File: src/rtl/pulse_stretcher_mc_if.sv
// -----------------------------------------------------------------------------
// pulse_stretcher_mc_if
// Bundles the data/control/status signals of pulse_stretcher_mc.
//   master : drives pulse_in, (edge_sel), stretch_len, retrig_en, clr_stat;
//            observes stretch_out, busy, pulse_count, overrun
//   slave  : the stretcher itself
// Optional: PULSE_STRETCH_FALL_EN adds the per-channel edge_sel signal.
// -----------------------------------------------------------------------------
interface pulse_stretcher_mc_if #(
    parameter int NCH   = 4,
    parameter int LEN_W = 8,
    parameter int CNT_W = 16
);
    logic [NCH-1:0]       pulse_in;
`ifdef PULSE_STRETCH_FALL_EN
    logic [NCH-1:0]       edge_sel;
`endif
    logic [LEN_W-1:0]     stretch_len;
    logic                 retrig_en;
    logic                 clr_stat;
    logic [NCH-1:0]       stretch_out;
    logic                 busy;
    logic [NCH*CNT_W-1:0] pulse_count;
    logic [NCH-1:0]       overrun;

    modport master (
`ifdef PULSE_STRETCH_FALL_EN
        output edge_sel,
`endif
        output pulse_in, stretch_len, retrig_en, clr_stat,
        input  stretch_out, busy, pulse_count, overrun
    );

    modport slave (
`ifdef PULSE_STRETCH_FALL_EN
        input  edge_sel,
`endif
        input  pulse_in, stretch_len, retrig_en, clr_stat,
        output stretch_out, busy, pulse_count, overrun
    );
endinterface

File: src/rtl/pulse_stretcher_mc.sv
// -----------------------------------------------------------------------------
// pulse_stretcher_mc
// Multi-channel pulse stretcher: each asynchronous pulse input is synchronised,
// edge-detected and stretched into a high pulse of max(stretch_len,1) cycles.
// Per-channel saturating trigger counters and sticky overrun (dropped-edge)
// flags are provided for status.
//
// Ports:
//   clk   : single clock
//   reset : asynchronous active-high reset
//   bus   : pulse_stretcher_mc_if.slave
//           pulse_in[NCH], stretch_len[LEN_W], retrig_en, clr_stat  (in)
//           stretch_out[NCH], busy, pulse_count[NCH*CNT_W], overrun  (out)
//           channel i count occupies pulse_count[i*CNT_W +: CNT_W]
//
// Optional: define PULSE_STRETCH_FALL_EN to enable bus.edge_sel, which selects
// a falling-edge trigger per channel when set. Default build: rising only.
// The interface parameters must match the module parameters.
//
// Channel FSM:
//   state     | meaning
//   S_IDLE    | output low, waiting for an edge
//   S_STRETCH | output high, rem further cycles left after this one
// -----------------------------------------------------------------------------
module pulse_stretcher_mc #(
    parameter int NCH         = 4,
    parameter int LEN_W       = 8,
    parameter int CNT_W       = 16,
    parameter int SYNC_STAGES = 2
) (
    input logic               clk,
    input logic               reset,
    pulse_stretcher_mc_if.slave bus
);

    typedef enum logic {S_IDLE, S_STRETCH} state_t;

    localparam logic [CNT_W-1:0] CNT_MAX = {CNT_W{1'b1}};

    logic [SYNC_STAGES-1:0][NCH-1:0] sync_q, sync_d;
    logic [NCH-1:0]                  hist_q, hist_d;
    logic [NCH-1:0]                  sync_last;
    logic [NCH-1:0]                  edge_det;

    state_t           state_q   [NCH];
    state_t           state_d   [NCH];
    logic [LEN_W-1:0] rem_q     [NCH];
    logic [LEN_W-1:0] rem_d     [NCH];
    logic [CNT_W-1:0] cnt_q     [NCH];
    logic [CNT_W-1:0] cnt_d     [NCH];
    logic [NCH-1:0]   overrun_q, overrun_d;
    logic [NCH-1:0]   stretch_d;
    logic             busy_q, busy_d;
    logic [NCH-1:0]   accept;
    logic [NCH-1:0]   drop;
    logic [LEN_W-1:0] len_load;

    // Synchroniser chain followed by one history flop for edge detection.
    always_comb begin
        sync_d    = {sync_q[SYNC_STAGES-2:0], bus.pulse_in};
        sync_last = sync_q[SYNC_STAGES-1];
        hist_d    = sync_last;
`ifdef PULSE_STRETCH_FALL_EN
        edge_det  = (sync_last & ~hist_q & ~bus.edge_sel) |
                    (~sync_last & hist_q & bus.edge_sel);
`else
        edge_det  = sync_last & ~hist_q;
`endif
    end

    // A length of 0 behaves like 1; rem counts cycles remaining after the
    // current one, so the load value is L-1.
    always_comb begin
        len_load = (bus.stretch_len == '0) ? '0 : bus.stretch_len - LEN_W'(1);
    end

    always_comb begin
        accept    = '0;
        drop      = '0;
        overrun_d = overrun_q;
        stretch_d = '0;
        for (int i = 0; i < NCH; i++) begin
            state_d[i] = state_q[i];
            rem_d[i]   = rem_q[i];
            cnt_d[i]   = cnt_q[i];
            case (state_q[i])
                S_IDLE: begin
                    if (edge_det[i]) begin
                        state_d[i] = S_STRETCH;
                        rem_d[i]   = len_load;
                        accept[i]  = 1'b1;
                    end
                end
                default: begin
                    if (rem_q[i] == '0) begin
                        // Edge in the final cycle chains a new stretch
                        // regardless of retrig_en.
                        if (edge_det[i]) begin
                            rem_d[i]  = len_load;
                            accept[i] = 1'b1;
                        end else begin
                            state_d[i] = S_IDLE;
                        end
                    end else if (edge_det[i] && bus.retrig_en) begin
                        rem_d[i]  = len_load;
                        accept[i] = 1'b1;
                    end else begin
                        rem_d[i] = rem_q[i] - LEN_W'(1);
                        drop[i]  = edge_det[i];
                    end
                end
            endcase

            // Clearing wins over a same-cycle increment or overrun set.
            if (bus.clr_stat) begin
                cnt_d[i]     = '0;
                overrun_d[i] = 1'b0;
            end else begin
                if (accept[i] && cnt_q[i] != CNT_MAX) begin
                    cnt_d[i] = cnt_q[i] + CNT_W'(1);
                end
                if (drop[i]) begin
                    overrun_d[i] = 1'b1;
                end
            end
            stretch_d[i] = (state_d[i] == S_STRETCH);
        end
        busy_d = |stretch_d;
    end

    always_ff @(posedge clk or posedge reset) begin
        if (reset) begin
            sync_q    <= '0;
            hist_q    <= '0;
            overrun_q <= '0;
            busy_q    <= 1'b0;
            for (int i = 0; i < NCH; i++) begin
                state_q[i] <= S_IDLE;
                rem_q[i]   <= '0;
                cnt_q[i]   <= '0;
            end
        end else begin
            sync_q    <= sync_d;
            hist_q    <= hist_d;
            overrun_q <= overrun_d;
            busy_q    <= busy_d;
            for (int i = 0; i < NCH; i++) begin
                state_q[i] <= state_d[i];
                rem_q[i]   <= rem_d[i];
                cnt_q[i]   <= cnt_d[i];
            end
        end
    end

    always_comb begin
        bus.stretch_out = '0;
        bus.pulse_count = '0;
        for (int i = 0; i < NCH; i++) begin
            bus.stretch_out[i]                  = (state_q[i] == S_STRETCH);
            bus.pulse_count[i*CNT_W +: CNT_W]   = cnt_q[i];
        end
        bus.busy    = busy_q;
        bus.overrun = overrun_q;
    end

endmodule

File: src/flat_wrapper.sv
// flat-port wrapper written by rule: the top's interface ports become plain ports
module pulse_stretcher_mc_flat 
#(
    parameter int NCH         = 4,
    parameter int LEN_W       = 8,
    parameter int CNT_W       = 16,
    parameter int SYNC_STAGES = 2
)
  (clk, reset, bus_pulse_in, bus_stretch_len, bus_retrig_en, bus_clr_stat, bus_stretch_out, bus_busy, bus_pulse_count, bus_overrun);
  pulse_stretcher_mc_if #(.NCH(NCH), .LEN_W(LEN_W), .CNT_W(CNT_W)) bus_i ();
  input logic clk;
  input logic reset;
  input wire logic [$bits(bus_i.pulse_in)-1:0] bus_pulse_in;
  input wire logic [$bits(bus_i.stretch_len)-1:0] bus_stretch_len;
  input wire logic [$bits(bus_i.retrig_en)-1:0] bus_retrig_en;
  input wire logic [$bits(bus_i.clr_stat)-1:0] bus_clr_stat;
  output wire logic [$bits(bus_i.stretch_out)-1:0] bus_stretch_out;
  output wire logic [$bits(bus_i.busy)-1:0] bus_busy;
  output wire logic [$bits(bus_i.pulse_count)-1:0] bus_pulse_count;
  output wire logic [$bits(bus_i.overrun)-1:0] bus_overrun;
  assign bus_i.pulse_in = bus_pulse_in;
  assign bus_i.stretch_len = bus_stretch_len;
  assign bus_i.retrig_en = bus_retrig_en;
  assign bus_i.clr_stat = bus_clr_stat;
  assign bus_stretch_out = bus_i.stretch_out;
  assign bus_busy = bus_i.busy;
  assign bus_pulse_count = bus_i.pulse_count;
  assign bus_overrun = bus_i.overrun;
  pulse_stretcher_mc #(.NCH(NCH), .LEN_W(LEN_W), .CNT_W(CNT_W), .SYNC_STAGES(SYNC_STAGES)) u_core (.clk(clk), .reset(reset), .bus(bus_i));
endmodule
File: config.mk
export PLATFORM = sky130hd
export DESIGN_NAME = pulse_stretcher_mc_flat
export DESIGN_NICKNAME = d
export VERILOG_FILES = /design/src/rtl/pulse_stretcher_mc_if.sv /design/src/rtl/pulse_stretcher_mc.sv /design/src/flat_wrapper.sv
export SDC_FILE = /design/constraint.sdc
export NUM_CORES = 1
export LEC_CHECK = 0
export BUFFER_PORTS_ARGS = -buffer_cell sky130_fd_sc_hd__clkbuf_2
export CAP_MARGIN = 10
export CORE_MARGIN = 5
export CORE_UTILIZATION = 45
export DETAILED_ROUTE_END_ITERATION = 6
export PLACE_DENSITY_LB_ADDON = 0.2
export SYNTH_ARGS = -nofsm -noshare
export SYNTH_HDL_FRONTEND = slang
export SYNTH_SLANG_ARGS = --single-unit
export TNS_END_PERCENT = 20
File: constraint.sdc
create_clock -name clk -period 6.9 [get_ports clk]
set_input_delay 0.69 -clock clk [delete_from_list [all_inputs] [get_ports clk]]
set_output_delay 0.69 -clock clk [all_outputs]
set_load 0.005 [all_outputs]
==> results of run 1 <==
==> per-layer routing <==
| layer | routed length [um] | GRT usage | vias up |
|---|---|---|---|
| li1 | - | - | 2802 |
| met1 | 7470 | 0.272 | 2904 |
| met2 | 7800 | 0.311 | 167 |
| met3 | 980 | 0.0537 | 24 |
| met4 | 225 | 0.0732 | 0 |
| met5 | 0 | 0 | - |
==> state kept, by name, summed over array words and instances, names as in the netlist <==
register                count
u_core.rem_q               32
u_core.sync_d               4
u_core.bus.stretch_out      4
u_core.hist_d               4
u_core.bus.busy             1
u_core.hist_q               4
u_core.bus.pulse_count     64
u_core.bus.overrun          4
==> critical path, stage by stage, from the launching register on <==
cell	delay, ns
dfrtp_1	0.41
inv_1	0.07
ha_1	0.23
nor4b_4	0.15
a211oi_2	0.74
nor2_1	0.39
and4_1	0.27
mux2_2	0.26
==> report_power, final <==
part / switching, uW / internal, uW / total, uW
Clock: 317 / 609 / 926
Combinational: 190 / 157 / 347
Sequential: 116 / 779 / 895
==> placed cells by master (no fill, tap or decap), types with 19 or more instances in the layout <==
cell / Yosys / routed
a21oi_1: 54 / 54
clkbuf_2: 0 / 88
dfrtp_1: 117 / 117
inv_1: 28 / 27
nand2_1: 46 / 46
nand3_1: 28 / 28
nand4_1: 20 / 20
nor2_1: 78 / 78
nor2b_1: 19 / 19
nor3_1: 34 / 34
o21ai_0: 21 / 21
xnor2_1: 20 / 20
==> logic make-up after synthesis <==
| kind of cell | Yosys count | synth area share |
|---|---|---|
| adders and majority gates | 10 | 0.0191 |
| DFF | 117 | 0.447 |
| xor gates and xnor gates | 23 | 0.0308 |
| buffers and inverters | 55 | 0.0342 |
| and+or+nand+nor | 327 | 0.276 |
| muxes | 19 | 0.0311 |
| AOI/OAI and AO/OA | 157 | 0.162 |
==> stage by stage <==
stage	cells	power, uW
global route	989	2290
detailed placement	957	1250
CTS	989	2190
global placement	957	1230
finish	989	2170
floorplan	708	1150
==> area by class of cell <==
cell class                      instances  area, sq um
Clock buffer                           18          439
Clock inverter                         14          184
Fill cell                            1348         6670
Inverter                               29          111
Multi-Input combinational cell        536         3400
Sequential cell                       117         2930
Tap cell                              184          230
Timing Repair Buffer                   91          463
==> worst paths after layout <==
| path | endpoint | slack (ns) |
|---|---|---|
| setup / recovery | u_core.bus.pulse_count[30] | 4.25 |
| hold / removal | u_core.bus.pulse_count[15] | 0.33 |
| setup reg to reg | u_core.bus.pulse_count[30] | 4.25 |
| hold reg to reg | u_core.hist_d[3] | 0.35 |
| max in group asynchronous | u_core.bus.overrun[2] | 5.25 |
| min in group clk | u_core.hist_d[3] | 0.35 |
==> results.tsv, run 1 <==
metric	value	unit
Syn Std Cell Area	6550	sq um
synth top area cells	dfrtp_1 45%, nor2_1 4.5%, a21oi_1 4.1%	
Post-Route Setup TNS	0	ns
initial core utilization	0.454	
WL/cell	16.7	um
clock sinks	117	
clock skew	0.00527	ns
fin crit period	2.65	ns
count leader, synth	dfrtp_1	
worst hold path class	in -> async	
total gr overflow	0	
die area	17100	sq um
status	complete, no violations	
chip width	131	um
Hold Vio Cnt, Final	0	
Die Height	131	um
largest net degree at the start of global routing	77	
GP Congestion	0.845	
placed cell area	7130	sq um
initial antenna violation count	0	
WS Path Type	reg -> reg	
Final WS setup	4.25	ns
fin. max-slew vios	0	
WP data arrival	2.96	ns
antenna violation net count after detailed routing	0	
P&R area growth vs syn	18.4	%
initial DRC count	364	
number of flops mapped to enable cells by yosys	0	
Critical path origin	u_core.rem_q[16]	
Slew @ Worst Pin	0.894	ns
clk_lat worst skew	0.42	ns
standby leakage power	0.00332	uW
share of layout cells above drive strength 1	0.195	
diode count	0	
fin util	0.538	
worst-path fanout max	15	
CORE AREA	14400	sq um
Syn Inst Count	708	
DR DRC count	0	
Setup-failing EPs final	0	
CTS tree	yes	
max-cap violations	0	
yosys warns	0	
Max clock buf depth	2	
dpl hpwl	11400	um
worst path required time	7.21	ns
reg-to-reg startpoint	u_core.rem_q[16]	
Hold Buf Count CTS	0	
Reg2Reg Depth	7	
H-tree levels	4	
Final #Nets	818	
synth unique cells	78	
Post-Route WL	16500	um
# Post-CTS Setup Buffers	0	
design area	7750	sq um
DR pass1 iterations	7	
input/output buffers	88	
Max transition margin	0.403	
global-route wire length before repair	27400	um
Cell Pwr Density	280	nW/um^2
DR vias/cell	5.96	
detailed-route via count	5897	
vias in the first global route	5659	
worst vdd ir	0.197	mV
pre-CTS setup slack	4.07	ns
Syn Nets	734	
most common flop cell mapped by yosys	dfrtp_1	
Worst-path clk slew	0.05	ns
clock root buffer	clkbuf_16	
hold slack final	0.333	ns
GR Util All Layers	0.201	
Yosys top cell area share	0.447	
row cnt	44	
FFs w/ async S/R, synth	1.00	
f_max	378	MHz
number of synthesized register bits	117	
Worst Setup End Kind	flip-flop	
part of the cycle the worst path needs	0.384	
post-synthesis sequential area ratio	0.447	
RSZ-0062 raised after global routing	no	
CTS Buf Count	17	
top cells by count, synth	117 x dfrtp_1, 78 x nor2_1, 54 x a21oi_1, 46 x nand2_1, 34 x nor3_1	
Avg Cell Area, Syn	9.25	sq um
Post-CTS Resized	0	
Yosys top cell by area	dfrtp_1	
Top Ports	89	
CP Launch Type	flip-flop	
(Power assumes the default switching activity.)
==> run 2: changes to the inputs <==
==> constraint.sdc (replaced) <==
create_clock -name clk -period 2.3 [get_ports clk]
set_input_delay 0.23 -clock clk [delete_from_list [all_inputs] [get_ports clk]]
set_output_delay 0.23 -clock clk [all_outputs]
set_load 0.005 [all_outputs]
==> results.tsv, run 2 (same netlist as run 1, synthesis figures left out) <==
metric	value	unit	change
CP Launch Type	flip-flop		
Post-Route WL	17200	um	+4.7%
worst-path fanout max	14		-1
share of layout cells above drive strength 1	0.242		+0.0474
WL/cell	16.6	um	-0.26%
input/output buffers	88		unchanged
antenna violation net count after detailed routing	0		unchanged
chip width	131	um	unchanged
DR vias/cell	5.82		-2.4%
DR pass1 iterations	5		-2
commonest non-fill, non-tap cell in the layout	dfrtp_1		
Worst Setup End Kind	flip-flop		
row cnt	44		unchanged
multi-input logic area	3430	sq um	+1.0%
status	complete, no violations		
clock sinks	117		unchanged
RSZ-0062 raised after global routing	yes		
vias in the first global route	5919		+4.6%
pre-CTS setup slack	0.0411	ns	-4.03 ns
Die Height	131	um	unchanged
total gr overflow	0		unchanged
max-cap violations	0		unchanged
WS Path Type	reg -> reg		
clk_lat worst skew	0.42	ns	about the same
part of the cycle the worst path needs	0.966		+0.582
worst path required time	2.60	ns	-4.61 ns
max FFs per register	64		unchanged
die area	17100	sq um	unchanged
Top Ports	89		unchanged
clock skew	0.00592	ns	+0.000646 ns
detailed-route via count	6043		+2.5%
initial core utilization	0.454		unchanged
DR DRC count	0		unchanged
Slew @ Worst Pin	0.742	ns	-0.152 ns
global-route wire length before repair	28700	um	+4.6%
hold slack final	0.244	ns	-0.0895 ns
standby leakage power	0.00358	uW	+7.7%
Final WS setup	0.0791	ns	-4.17 ns
# Post-CTS Setup Buffers	0		unchanged
GR Util All Layers	0.210		+0.00932
H-tree levels	4		unchanged
WP data arrival	2.52	ns	-0.44 ns
Max clock buf depth	2		unchanged
fin. max-slew vios	0		unchanged
CORE AREA	14400	sq um	unchanged
CTS tree	yes		
flop-to-flop setup slack	0.08	ns	-4.17 ns
Max transition margin	0.506		+0.103
f_max	450	MHz	+19%
worst hold path class	in -> reg		
Worst-path clk slew	0.05	ns	about the same
most frequent cells in the layout	117 x dfrtp_1, 88 x clkbuf_2, 77 x nor2_1		
clock root buffer	clkbuf_16		
Cell Pwr Density	808	nW/um^2	+190%
FF/Latch Area	2930	sq um	unchanged
Final #Nets	867		+6.0%
hold path depth	2		
dpl hpwl	12500	um	+9.7%
largest net degree at the start of global routing	52		-32%
Setup-failing EPs final	0		unchanged
Hold Vio Cnt, Final	0		unchanged
initial DRC count	468		+29%
CTS Buf Count	17		unchanged
GP Congestion	0.885		+4.8%
Post-Route Setup TNS	0	ns	unchanged
Reg2Reg Depth	7		unchanged
# fillers	1279		-5.1%
P&R area growth vs syn	25.0	%	
fin crit period	2.22	ns	-0.426 ns
worst vdd ir	0.509	mV	+160%
diode count	0		unchanged
initial antenna violation count	0		unchanged
## run 2: cell count changes in the layout (fill, tap and decap cells not counted), sizes merged
cell / before / now
dlygate4sd3: 0 / 5
inv: 28 / 27
buf: 3 / 47
bufinv: 4 / 3
clkbuf: 106 / 110
clkinvlp: 4 / 2
## run 2: through the flow
stage | utilization | area (sq um) | std cells | total power (uW)
after global placement | 0.520 | 7500 | 1001 | 3840
final | 0.568 | 8190 | 1038 | 6620
after CTS | 0.565 | 8150 | 1038 | 6630
after floorplan | - | 6550 | 708 | 3460
after detailed placement | 0.520 | 7500 | 1001 | 3900
after global routing | 0.568 | 8190 | 1038 | 6960
## run 2: repair_timing
| action | CTS | global route |
|---|---|---|
| endpoints found under the hold margin | 28 | 0 |
| resized for setup | 0 | 9 |
| setup endpoints to repair | 0 | 18 |
| hold buffers | 5 | 0 |
## run 2: area by class of cell
type	instances	area share
sequential	117	0.357
timing repair buffer	140	0.108
inverter	29	0.0137
clock buffer	22	0.0579
tap	184	0.0281
multi-input combinational	536	0.419
clock inverter	10	0.0156
## run 2: worst max-delay path, cell delays in order (launching register included)
cell and delay, ns:
dfrtp_1 0.38, inv_1 0.06, ha_1 0.15, or4b_4 0.50, o21bai_4 0.19, nand2_4 0.12
nor4_1 0.33, mux2_2 0.37
## run 2: where the power goes
part	internal (uW)	switching (uW)	leakage [uW]
logic	603	653	0.00178
clock network	1770	922	0.000299
registers	2340	327	0.00150
total	4710	1900	0.00358
## run 2: worst paths after layout
check | start | to
min in group asynchronous | reset | u_core.hist_d[3]
setup / recovery | u_core.rem_q[0] | u_core.bus.pulse_count[54]
hold reg to reg | u_core.sync_d[7] | u_core.hist_d[3]
max in group asynchronous | reset | u_core.bus.pulse_count[45]
hold / removal | bus_clr_stat | u_core.bus.pulse_count[55]
setup reg to reg | u_core.rem_q[0] | u_core.bus.pulse_count[54]
## run 2: layer usage
metal,GRT usage,share of wire,wire (um)
met1,0.283,0.44,7590
met2,0.333,0.48,8200
met3,0.0561,0.068,1170
met4,0.0665,0.016,276
met5,0,0,0
==> run 3: changes to the inputs <==
--- a/config.mk
+++ b/config.mk
@@ -7,6 +7,7 @@
 export LEC_CHECK = 0
 export BUFFER_PORTS_ARGS = -buffer_cell sky130_fd_sc_hd__clkbuf_2
 export CAP_MARGIN = 10
+export CORE_ASPECT_RATIO = 1.2
 export CORE_MARGIN = 5
 export CORE_UTILIZATION = 45
 export DETAILED_ROUTE_END_ITERATION = 6
==> results.tsv, run 3 (same netlist as run 1, synthesis figures left out) <==
metric	value	unit	change
fin. max-slew vios	0		unchanged
max-cap violations	0		unchanged
DR vias/cell	5.90		+1.4%
end of the critical path	u_core.bus.pulse_count[25]		
f_max	452	MHz	+0.48%
design area	8080	sq um	-1.4%
Critical path origin	u_core.rem_q[16]		
antenna violation net count after detailed routing	0		unchanged
CP Launch Type	flip-flop		
clock sinks	117		unchanged
worst path required time	2.64	ns	+0.04 ns
initial antenna violation count	0		unchanged
DR pass1 iterations	5		unchanged
initial core utilization	0.456		+0.00222
WL/cell	17.1	um	+3.0%
Worst-path clk slew	0.05	ns	about the same
global-route wire length before repair	30000	um	+4.6%
Top Ports	89		unchanged
CTS tree	yes		
worst hold path class	in -> reg		
clock skew	0.0128	ns	+0.00684 ns
part of the cycle the worst path needs	0.961		-0.00463
share of layout cells above drive strength 1	0.239		-0.00334
GP Congestion	0.890		+0.54%
flop-to-flop setup slack	0.09	ns	about the same
pre-CTS setup slack	-0.00529	ns	-0.0464 ns
CORE AREA	14400	sq um	-0.49%
GR Util All Layers	0.216		+0.00566
input/output buffers	88		unchanged
Setup-failing EPs final	0		unchanged
max FFs per register	64		unchanged
worst-path fanout max	5		-9
RR Endpoint	u_core.bus.pulse_count[25]		
Max transition margin	0.543		+0.0374
row cnt	48		+9.1%
most frequent cells in the layout	117 x dfrtp_1, 88 x clkbuf_2, 77 x nor2_1		
largest net degree at the start of global routing	51		-1.9%
RSZ-0062 raised after global routing	yes		
diode count	0		unchanged
fin crit period	2.21	ns	-0.0107 ns
placed cell area	7430	sq um	-0.92%
standby leakage power	0.00351	uW	-2.0%
# Post-CTS Setup Buffers	0		unchanged
fin util	0.563		-0.00499
P&R area growth vs syn	23.3	%	
Hold Vio Cnt, Final	0		unchanged
reg-to-reg startpoint	u_core.rem_q[16]		
Max clock buf depth	2		unchanged
Post-Route WL	17500	um	+1.2%
Slew @ Worst Pin	0.686	ns	-0.0561 ns
Final WS setup	0.0897	ns	+0.0107 ns
chip width	120	um	-8.0%
clk_lat worst skew	0.41	ns	about the same
die area	17100	sq um	about the same
total gr overflow	0		unchanged
detailed-route via count	6021		-0.36%
worst vdd ir	0.522	mV	+2.5%
status	complete, no violations		
Cell Pwr Density	780	nW/um^2	-3.5%
Die Height	142	um	+8.8%
dpl hpwl	12600	um	+1.1%
Final #Nets	861		-0.69%
WP data arrival	2.55	ns	+0.03 ns
clock root buffer	clkbuf_16		
H-tree levels	4		unchanged
DR DRC count	0		unchanged
commonest non-fill, non-tap cell in the layout	dfrtp_1		
CTS Buf Count	17		unchanged
Worst Setup End Kind	flip-flop		
initial DRC count	370		-21%
WS Path Type	reg -> reg		
Reg2Reg Depth	7		unchanged
vias in the first global route	6135		+3.6%
==> run 3: cell count changes in the layout (fill, tap and decap cells not counted), moves of 2 or more <==
| cell | before | now |
|---|---|---|
| clkbuf_1 | 2 | 4 |
| ha_2 | 0 | 2 |
| bufinv_16 | 3 | 1 |
| ha_1 | 10 | 8 |
| buf_4 | 43 | 39 |
==> run 3: worst min-delay path by stage <==
stage / startpoint / endpoint / cells past startpoint / slack, ns
floorplan: bus_pulse_in[0] / u_core.sync_d[4] / 0 / 0.26
global placement: reset / u_core.bus.pulse_count[58] / 2 / 0.31
detailed placement: reset / u_core.bus.pulse_count[61] / 2 / 0.31
CTS: bus_clr_stat / u_core.bus.pulse_count[63] / 3 / 0.11
global route: bus_clr_stat / u_core.bus.pulse_count[63] / 3 / 0.15
finish: bus_clr_stat / u_core.bus.pulse_count[63] / 3 / 0.12
==> run 3: per-layer routing <==
layer | wire length (um) | vias up | track usage | part of all wire
li1 | - | 2876 | - | -
met3 | 758 | 33 | 0.0453 | 0.043
met4 | 329 | 0 | 0.0832 | 0.019
met5 | 0 | - | 0 | 0
met1 | 7550 | 2959 | 0.275 | 0.43
met2 | 8820 | 153 | 0.362 | 0.51
==> run 3: final cells by class <==
cell class | instances | area [sq um]
Clock inverter | 6 | 55.1
Fill cell | 1289 | 6270
Clock buffer | 23 | 468
Sequential cell | 117 | 2930
Multi-Input combinational cell | 536 | 3470
Timing Repair Buffer | 134 | 823
Inverter | 29 | 113
Tap cell | 175 | 219
==> run 3: metrics by stage <==
step                hold slack (ns)  TNS (ns)  instances  total power [uW]
floorplan                     0.261    -0.163        708              3460
global placement              0.310         0        986              3810
detailed placement            0.314  -0.00529        986              3890
CTS                           0.112         0       1020              6310
global route                  0.152   -0.0143       1020              6650
finish                        0.123         0       1020              6300
==> run 3: critical path: stages, from the launching register on <==
cell	delay [ns]
dfrtp_1	0.42
inv_1	0.07
ha_1	0.20
nor4b_4	0.29
a211oi_2	0.14
or3_4	0.40
or4_1	0.47
a21oi_1	0.16
==> run 3: power by group <==
part | switching (uW) | total, uW | leakage, uW | internal (uW)
sequential | 335 | 2670 | 0.00150 | 2340
combinational | 645 | 1240 | 0.00175 | 591
clock | 882 | 2390 | 0.000262 | 1510
total | 1860 | 6300 | 0.00351 | 4440
==> run 3: repair_timing <==
| item | 4_1_cts | 5_1_grt |
|---|---|---|
| hold buffers | 5 | 0 |
| setup endpoints to repair | 2 | 29 |
| gates resized for setup | 1 | 16 |
| pin swaps | 0 | 3 |
| endpoints found under the hold margin | 26 | 0 |
